File: src/rtl/core_pkg.sv
// core_pkg: types and constants shared by the fetch-side PC logic.
//   state_e      - fetch controller states (BOOT, RUN, BUBBLE)
//   PC_INC       - byte distance between sequential fetches
//   XLEN_DEFAULT - default PC / target width
package core_pkg;

    typedef enum logic [1:0] {
        BOOT   = 2'd0,
        RUN    = 2'd1,
        BUBBLE = 2'd2
    } state_e;

    localparam int PC_INC       = 4;
    localparam int XLEN_DEFAULT = 64;

endpackage

File: src/rtl/sat_counter.sv
// sat_counter: W-bit up counter that sticks at all-ones instead of wrapping.
//   clk   - rising-edge clock
//   reset - synchronous, active-high; clears the count
//   inc   - add one this cycle (ignored once saturated)
//   count - current count
module sat_counter #(
    parameter int W = 32
) (
    input  logic         clk,
    input  logic         reset,
    input  logic         inc,
    output logic [W-1:0] count
);

    logic [W-1:0] count_q;
    logic [W-1:0] count_d;

    // Stop at all-ones so long runs never wrap back to a small value.
    always_comb begin
        count_d = count_q;
        if (inc && (count_q != {W{1'b1}})) begin
            count_d = count_q + 1'b1;
        end
    end

    always_ff @(posedge clk) begin
        if (reset) begin
            count_q <= '0;
        end else begin
            count_q <= count_d;
        end
    end

    assign count = count_q;

endmodule

File: src/rtl/pc_redirect_ctrl.sv
// pc_redirect_ctrl: fetch PC register and redirect/flush control.
// Optional feature macro: BTFN_PREDICT_EN (static backward-taken /
// forward-not-taken prediction in ID; adds the id_* ports, ex_pred_taken
// and pred_taken).
//   clk, reset          - clock, synchronous active-high reset
//   stall               - hazard stall, holds the PC
//   ex_valid            - EX instruction is real; masks all other ex_* inputs
//   ex_is_branch/ex_jump- EX instruction kind
//   switch_branch       - EX branch resolved taken
//   ex_target, ex_pc    - resolved target and PC of the EX instruction
//   pc, if_valid        - fetch address and its validity
//   flush_if_id/id_ex   - pipeline squashes
//   redirect            - EX redirect happening this cycle
//   misalign            - sticky: a taken redirect had a non-word target
//   redirect_count      - saturating number of EX redirects
module pc_redirect_ctrl
    import core_pkg::*;
#(
    parameter int              XLEN     = XLEN_DEFAULT,
    parameter logic [XLEN-1:0] RESET_PC = '0,
    parameter int              CNT_W    = 32
) (
    input  logic             clk,
    input  logic             reset,
    input  logic             stall,
    input  logic             ex_valid,
    input  logic             ex_is_branch,
    input  logic             ex_jump,
    input  logic             switch_branch,
    input  logic [XLEN-1:0]  ex_target,
    input  logic [XLEN-1:0]  ex_pc,
`ifdef BTFN_PREDICT_EN
    input  logic             id_is_branch,
    input  logic [XLEN-1:0]  id_target,
    input  logic [XLEN-1:0]  id_pc,
    input  logic             ex_pred_taken,
    output logic             pred_taken,
`endif
    output logic [XLEN-1:0]  pc,
    output logic             if_valid,
    output logic             flush_if_id,
    output logic             flush_id_ex,
    output logic             redirect,
    output logic             misalign,
    output logic [CNT_W-1:0] redirect_count
);

    localparam logic [XLEN-1:0] INC = XLEN'(PC_INC);

    state_e          state_q, state_d;
    logic [XLEN-1:0] pc_q, pc_d;
    logic            if_valid_q, if_valid_d;
    logic            misalign_q, misalign_d;
    logic            act;
    logic            ex_redirect;
    logic            id_redirect;
    logic            id_pred;

    // Redirect decision. With prediction, a branch only redirects when the
    // resolved direction disagrees with what was predicted in ID; a wrongly
    // predicted-taken branch then falls through to ex_pc + 4.
    always_comb begin
        act         = ex_jump | (ex_is_branch & switch_branch);
        id_pred     = 1'b0;
        id_redirect = 1'b0;
`ifdef BTFN_PREDICT_EN
        ex_redirect = ~reset & ex_valid &
                      (ex_jump | (ex_is_branch & (switch_branch ^ ex_pred_taken)));
        id_pred     = ~reset & id_is_branch & (id_target < id_pc);
        // BOOT holds the PC, so an ID redirect there could not take effect.
        id_redirect = id_pred & ~ex_redirect & ~stall & (state_q != BOOT);
`else
        ex_redirect = ~reset & ex_valid & act;
`endif
    end

    // Next PC, state and sticky flag. EX redirect sits above BOOT and stall
    // because the stalled instruction is already on the wrong path.
    always_comb begin
        pc_d       = pc_q + INC;
        state_d    = RUN;
        misalign_d = misalign_q;
        if (ex_redirect) begin
            pc_d    = act ? ex_target : (ex_pc + INC);
            state_d = BUBBLE;
            if (act && (ex_target[1:0] != 2'b00)) begin
                misalign_d = 1'b1;
            end
        end else if (state_q == BOOT || stall) begin
            pc_d = pc_q;
        end else if (id_redirect) begin
`ifdef BTFN_PREDICT_EN
            pc_d = id_target;
`else
            pc_d = pc_q;
`endif
        end
        if_valid_d = (state_d != BOOT);
    end

    always_ff @(posedge clk) begin
        if (reset) begin
            state_q    <= BOOT;
            pc_q       <= RESET_PC;
            if_valid_q <= 1'b0;
            misalign_q <= 1'b0;
        end else begin
            state_q    <= state_d;
            pc_q       <= pc_d;
            if_valid_q <= if_valid_d;
            misalign_q <= misalign_d;
        end
    end

    sat_counter #(
        .W(CNT_W)
    ) u_redirect_cnt (
        .clk   (clk),
        .reset (reset),
        .inc   (ex_redirect),
        .count (redirect_count)
    );

    assign pc          = pc_q;
    assign if_valid    = if_valid_q;
    assign misalign    = misalign_q;
    assign redirect    = ex_redirect;
    assign flush_id_ex = ex_redirect;
    assign flush_if_id = ex_redirect | id_redirect;
`ifdef BTFN_PREDICT_EN
    assign pred_taken  = id_pred;
`endif

endmodule

File: config.mk
export PLATFORM = sky130hd
export DESIGN_NAME = pc_redirect_ctrl
export DESIGN_NICKNAME = d
export VERILOG_FILES = /design/src/rtl/core_pkg.sv /design/src/rtl/sat_counter.sv /design/src/rtl/pc_redirect_ctrl.sv
export SDC_FILE = /design/constraint.sdc
export NUM_CORES = 1
export LEC_CHECK = 0
export CAP_MARGIN = 40
export CORE_MARGIN = 2
export CORE_UTILIZATION = 43
export DETAILED_ROUTE_END_ITERATION = 8
export GPL_ROUTABILITY_DRIVEN = 0
export PLACE_DENSITY_LB_ADDON = 0.08
export REMOVE_ABC_BUFFERS = 1
export SETUP_SLACK_MARGIN = 0.15
export SYNTH_ARGS = -nofsm -noshare
export SYNTH_HDL_FRONTEND = slang
export SYNTH_SLANG_ARGS = --single-unit
File: constraint.sdc
create_clock -name clk -period 2.5 [get_ports clk]
set_clock_uncertainty 0.05 [all_clocks]
set_input_delay 0.5 -clock clk [delete_from_list [all_inputs] [get_ports clk]]
set_output_delay 0.5 -clock clk [all_outputs]
set_load 0.005 [all_outputs]
# After elaboration in Yosys (flattened, before gate mapping)
# Cells that the tools add are included.
[op_classes] addsub=3 eq_ne=2 muxes=4 bitwise=5 reduce_logical=7
[op_table] op="$mux W64" count=3
[op_table] op="$add A64 B3 Y64 const B" count=2
[op_table] op="$add A32 B1 Y32 const B" count=1
[op_table] op="$ne A32 B32 Y1 const B" count=1
[op_table] op="$reduce_bool A2 Y1" count=2
[op_table] op="$and A1 B1 Y1" count=3
[op_table] op="$logic_and A1 B1 Y1" count=2
[op_table] op="$logic_not A2 Y1" count=1
[op_table] op="$mux W2" count=1
[op_table] op="$ne A2 B1 Y1 const B" count=1
[op_table] op="$reduce_and A2 Y1" count=1
[op_table] op="$logic_or A1 B1 Y1" count=1
[op_table] op="$not A1 Y1" count=1
[op_table] op="$or A1 B1 Y1" count=1
[word_totals] regBits=100 output_inout_bits=101

# Depth between registers and ports, before layout
[depth] ltp_word=5 depth_mapped=8

# Modules after synthesis
# Synthesis repeated with hierarchy kept, for this count alone.
[hier_totals] hier_cells=660 area_unflattened_um2=5434.0
[by_module_without_submodules] module="pc_redirect_ctrl" instances=1 cells_each=461 area_each_um2=3759.9
[by_module_without_submodules] module="sat_counter" instances=1 cells_each=199 area_each_um2=1674.1

# Worst setup path before layout
# No wires, ideal clock.
[synth_path] path_kind="input to register" from="in stall" to="reg pc_q[36] (netlist: pc[36])" setup_ps=62 t_arrival_ps=2217 path_slack_ps=171 cell_stages=6 n_path_buf=1 cell_sequence="o21ba_2 > nand3_1 > or4_1 > buf_2 > or4_1 > nand3_1"
[synth_between] elab_chain_len=2
[synth_lines] item="from (decl)" line="pc_redirect_ctrl.sv:25" source="input logic stall,"
[synth_lines] item="$logic_or A1 B1 Y1" line="pc_redirect_ctrl.sv:89" source="end else if (state_q == BOOT || stall) begin"
[synth_lines] item="$ne A2 B1 Y1 (no source line)"
[synth_lines] item="to (signal assigned)" line="pc_redirect_ctrl.sv:109" source="pc_q <= pc_d;"
[synth_lines] item="to (decl)" line="pc_redirect_ctrl.sv:51" source="logic [XLEN-1:0] pc_q, pc_d;"
# No other way between the ends.
# A chain may end at the register's enable or synchronous reset.

# Final worst setup path
[layout_path] from="in stall" to="reg pc_q[61] (netlist: pc[61])"
# Same word-level chain as after synthesis.

==> qor.txt <==
status: complete, no violations
Clk pin slew, worst setup/hold paths: 0.07 ns
remaining routing DRC violations: 0
NumNets Final: 1,027
switch share: 24.2%
CTS root buf: clkbuf_16
unrepaired setup endpoints after global routing: yes
total gr overflow: 0
crit-path max FO: 3
drt total wl: 18,500 µm
P_int: 3.03 mW
leakage power: 2.82 nW
worst rel slew slack: 62.8%
Seq pwr share: 44.8%
share of cells above drive strength 1: 13.1%
TritonCTS clock tree: done
largest net degree at the start of global routing: 50
total track usage: 25.8%
worst vdd ir: 0.000310 V
FMAX: 0.437 GHz
final slew viol count: 0
Seq/Total Area, Yosys: 36.1%
initial antenna violation count: 0
htree depth: 3
Hold Path Class: reg -> reg
via count: 6,326
Crit. End Element: flip-flop
effective utilization at floorplan: 44.0%
Placed Cells: 1,042
actual slew at the worst max-slew pin: 0.558 ns
Bufs on Longest Clock Path: 2
clk_lat worst skew: 0.35 ns
initial drt markers: 512
crit start category: input pin
EDFF count, synth: 0
Pre-Repair DR Iteration Count: 5
cell with the most instances after synthesis: dfxtp_1
CTS buffer count: 9
chip height: 118 µm
first-pass GRT wire length: 29,800 µm
utilization after layout: 65.5%
chip width: 118 µm
min cycle time layout: 2.29 ns
crit path DAT: 2.51 ns
Area growth, synth to finish: 48.8%
n_diodes: 0
Gate power share: 14.8%
final cell count without fillers: 1,066
port bufs: 171
Net Sw Power: 968 µW
clock share of power: 40.5%
ys async rst share: 0%
I/O pin count: 236
setup TNS: 0 ns
cts-stage hold buffer count: 0
Top FF cell, synth: dfxtp_1
synth top area cells: dfxtp_1 (36%), nand3_1 (5.3%), nor2_1 (3.9%)
Final Hold Fails: 0
max cap viols: 0
Final Setup Violations: 0
top cells by count, synth: dfxtp_1 (100), nand3_1 (59), nor2_1 (58)
P per Cell Area: 484 nW/µm²
row cnt: 41
Layout fillers: 1,101
syn avg cell area: 8.07 µm²
HPWL Detailed: 13,100 µm
Yosys top cell area share: 36.1%
Final Cycle Share: 91.4%
WP data required: 2.73 ns
Syn Inst Count: 688
drt wl/cell: 17.4 µm
vias per cell: 5.93
leading area contributor after synthesis: dfxtp_1
post-route antenna net violation count: 0
CORE AREA: 12,600 µm²
CP Class: in -> reg
Yosys warnings: 0
die area: 13,800 µm²
clock sink count: 100
Mapped Area: 5550 µm²
vias in the first global route: 6,046
Distinct cells, synth: 58
FF+latch count, synth: 100
## state kept, by name (all words and copies together), names as in the netlist
name,flops
u_redirect_cnt.count,32
misalign,1
if_valid,1
pc,64
state_q,2
## cell families after synthesis
logic type | after synthesis | share of synthesized area, %
AOI/OAI and AO/OA | 146 | 18.1
buffers and inverters | 59 | 4.42
muxes | 7 | 1.42
and+or+nand+nor | 349 | 35.5
adders and majority gates | 2 | 0.451
DFF | 100 | 36.1
xor gates and xnor gates | 25 | 3.94
## path summary, 6_finish.rpt
path                                        start  slack [ns]  cells after the start                                    end
max                                         stall        0.21                      7                    pc[61]$_SDFFE_PP0P_
min                         misalign$_SDFFE_PP0P_        0.40                      2                  misalign$_SDFFE_PP0P_
max reg2reg  u_redirect_cnt.count[0]$_SDFFE_PP0P_        0.23                      6  u_redirect_cnt.count[26]$_SDFFE_PP0P_
min reg2reg                 misalign$_SDFFE_PP0P_        0.40                      2                  misalign$_SDFFE_PP0P_
## power by group through the flow
stage	clock network, mW	registers (mW)	logic (mW)
floorplan	0	1.81	0.176
global placement	0	1.82	0.568
detailed placement	0	1.82	0.577
CTS	1.64	1.78	0.585
global route	1.71	1.80	0.635
finish	1.62	1.79	0.590
## critical path, cell delays in order
cell and delay (ns):
clkdlybuf4s50_1 0.43, o21ba_4 0.24, buf_4 0.11, nand3_1 0.09, or4_4 0.53, or4_1 0.48
a31oi_1 0.13
## metal layers
layer	vias to the layer above	track usage [%]	share of wire, %
met5	-	0	0
met4	0	10.1	2.2
met3	35	4.80	6.1
met2	199	44.7	49
met1	3044	31.7	42
li1	3048	-	-
## cell usage in the layout (no fill, tap or decap), drive strengths merged, types with 26 or more instances in the layout
master	count
or3	26
buf	64
nand3	61
clkdlybuf4s50	163
nor2	58
a21oi	26
dfxtp	100
nand4	35
nand2	57
o21ai	28
## final cells by class
type	instances	area, µm²	area share (%)
clock buffers	10	239	2.89
clock inverters	5	100	1.21
inverters	15	56.3	0.682
multi-input cells	530	3430	41.5
flip-flops and latches	100	2000	24.3
well taps	172	215	2.61
repair buffers	234	2220	26.8
## timing repair
| action | in CTS | in global routing |
|---|---|---|
| endpoints found under the setup margin | 6 | 29 |
| setup buffers | 4 | 3 |
| gates cloned | 1 | 1 |
| gates resized for setup | 7 | 27 |
| pin swaps | 4 | 7 |
## metrics by stage
step | instance area, µm² | hold slack, ns | worst slack, ns | total power [mW]
floorplan | 5360 | 0.386 | -0.469 | 1.98
global placement | 7720 | 0.385 | -0.210 | 2.38
detailed placement | 7720 | 0.395 | -0.251 | 2.40
CTS | 8120 | 0.404 | 0.105 | 4.01
global route | 8260 | 0.421 | 0.0903 | 4.14
finish | 8260 | 0.400 | 0.214 | 4.00
(Power assumes the default switching activity.)
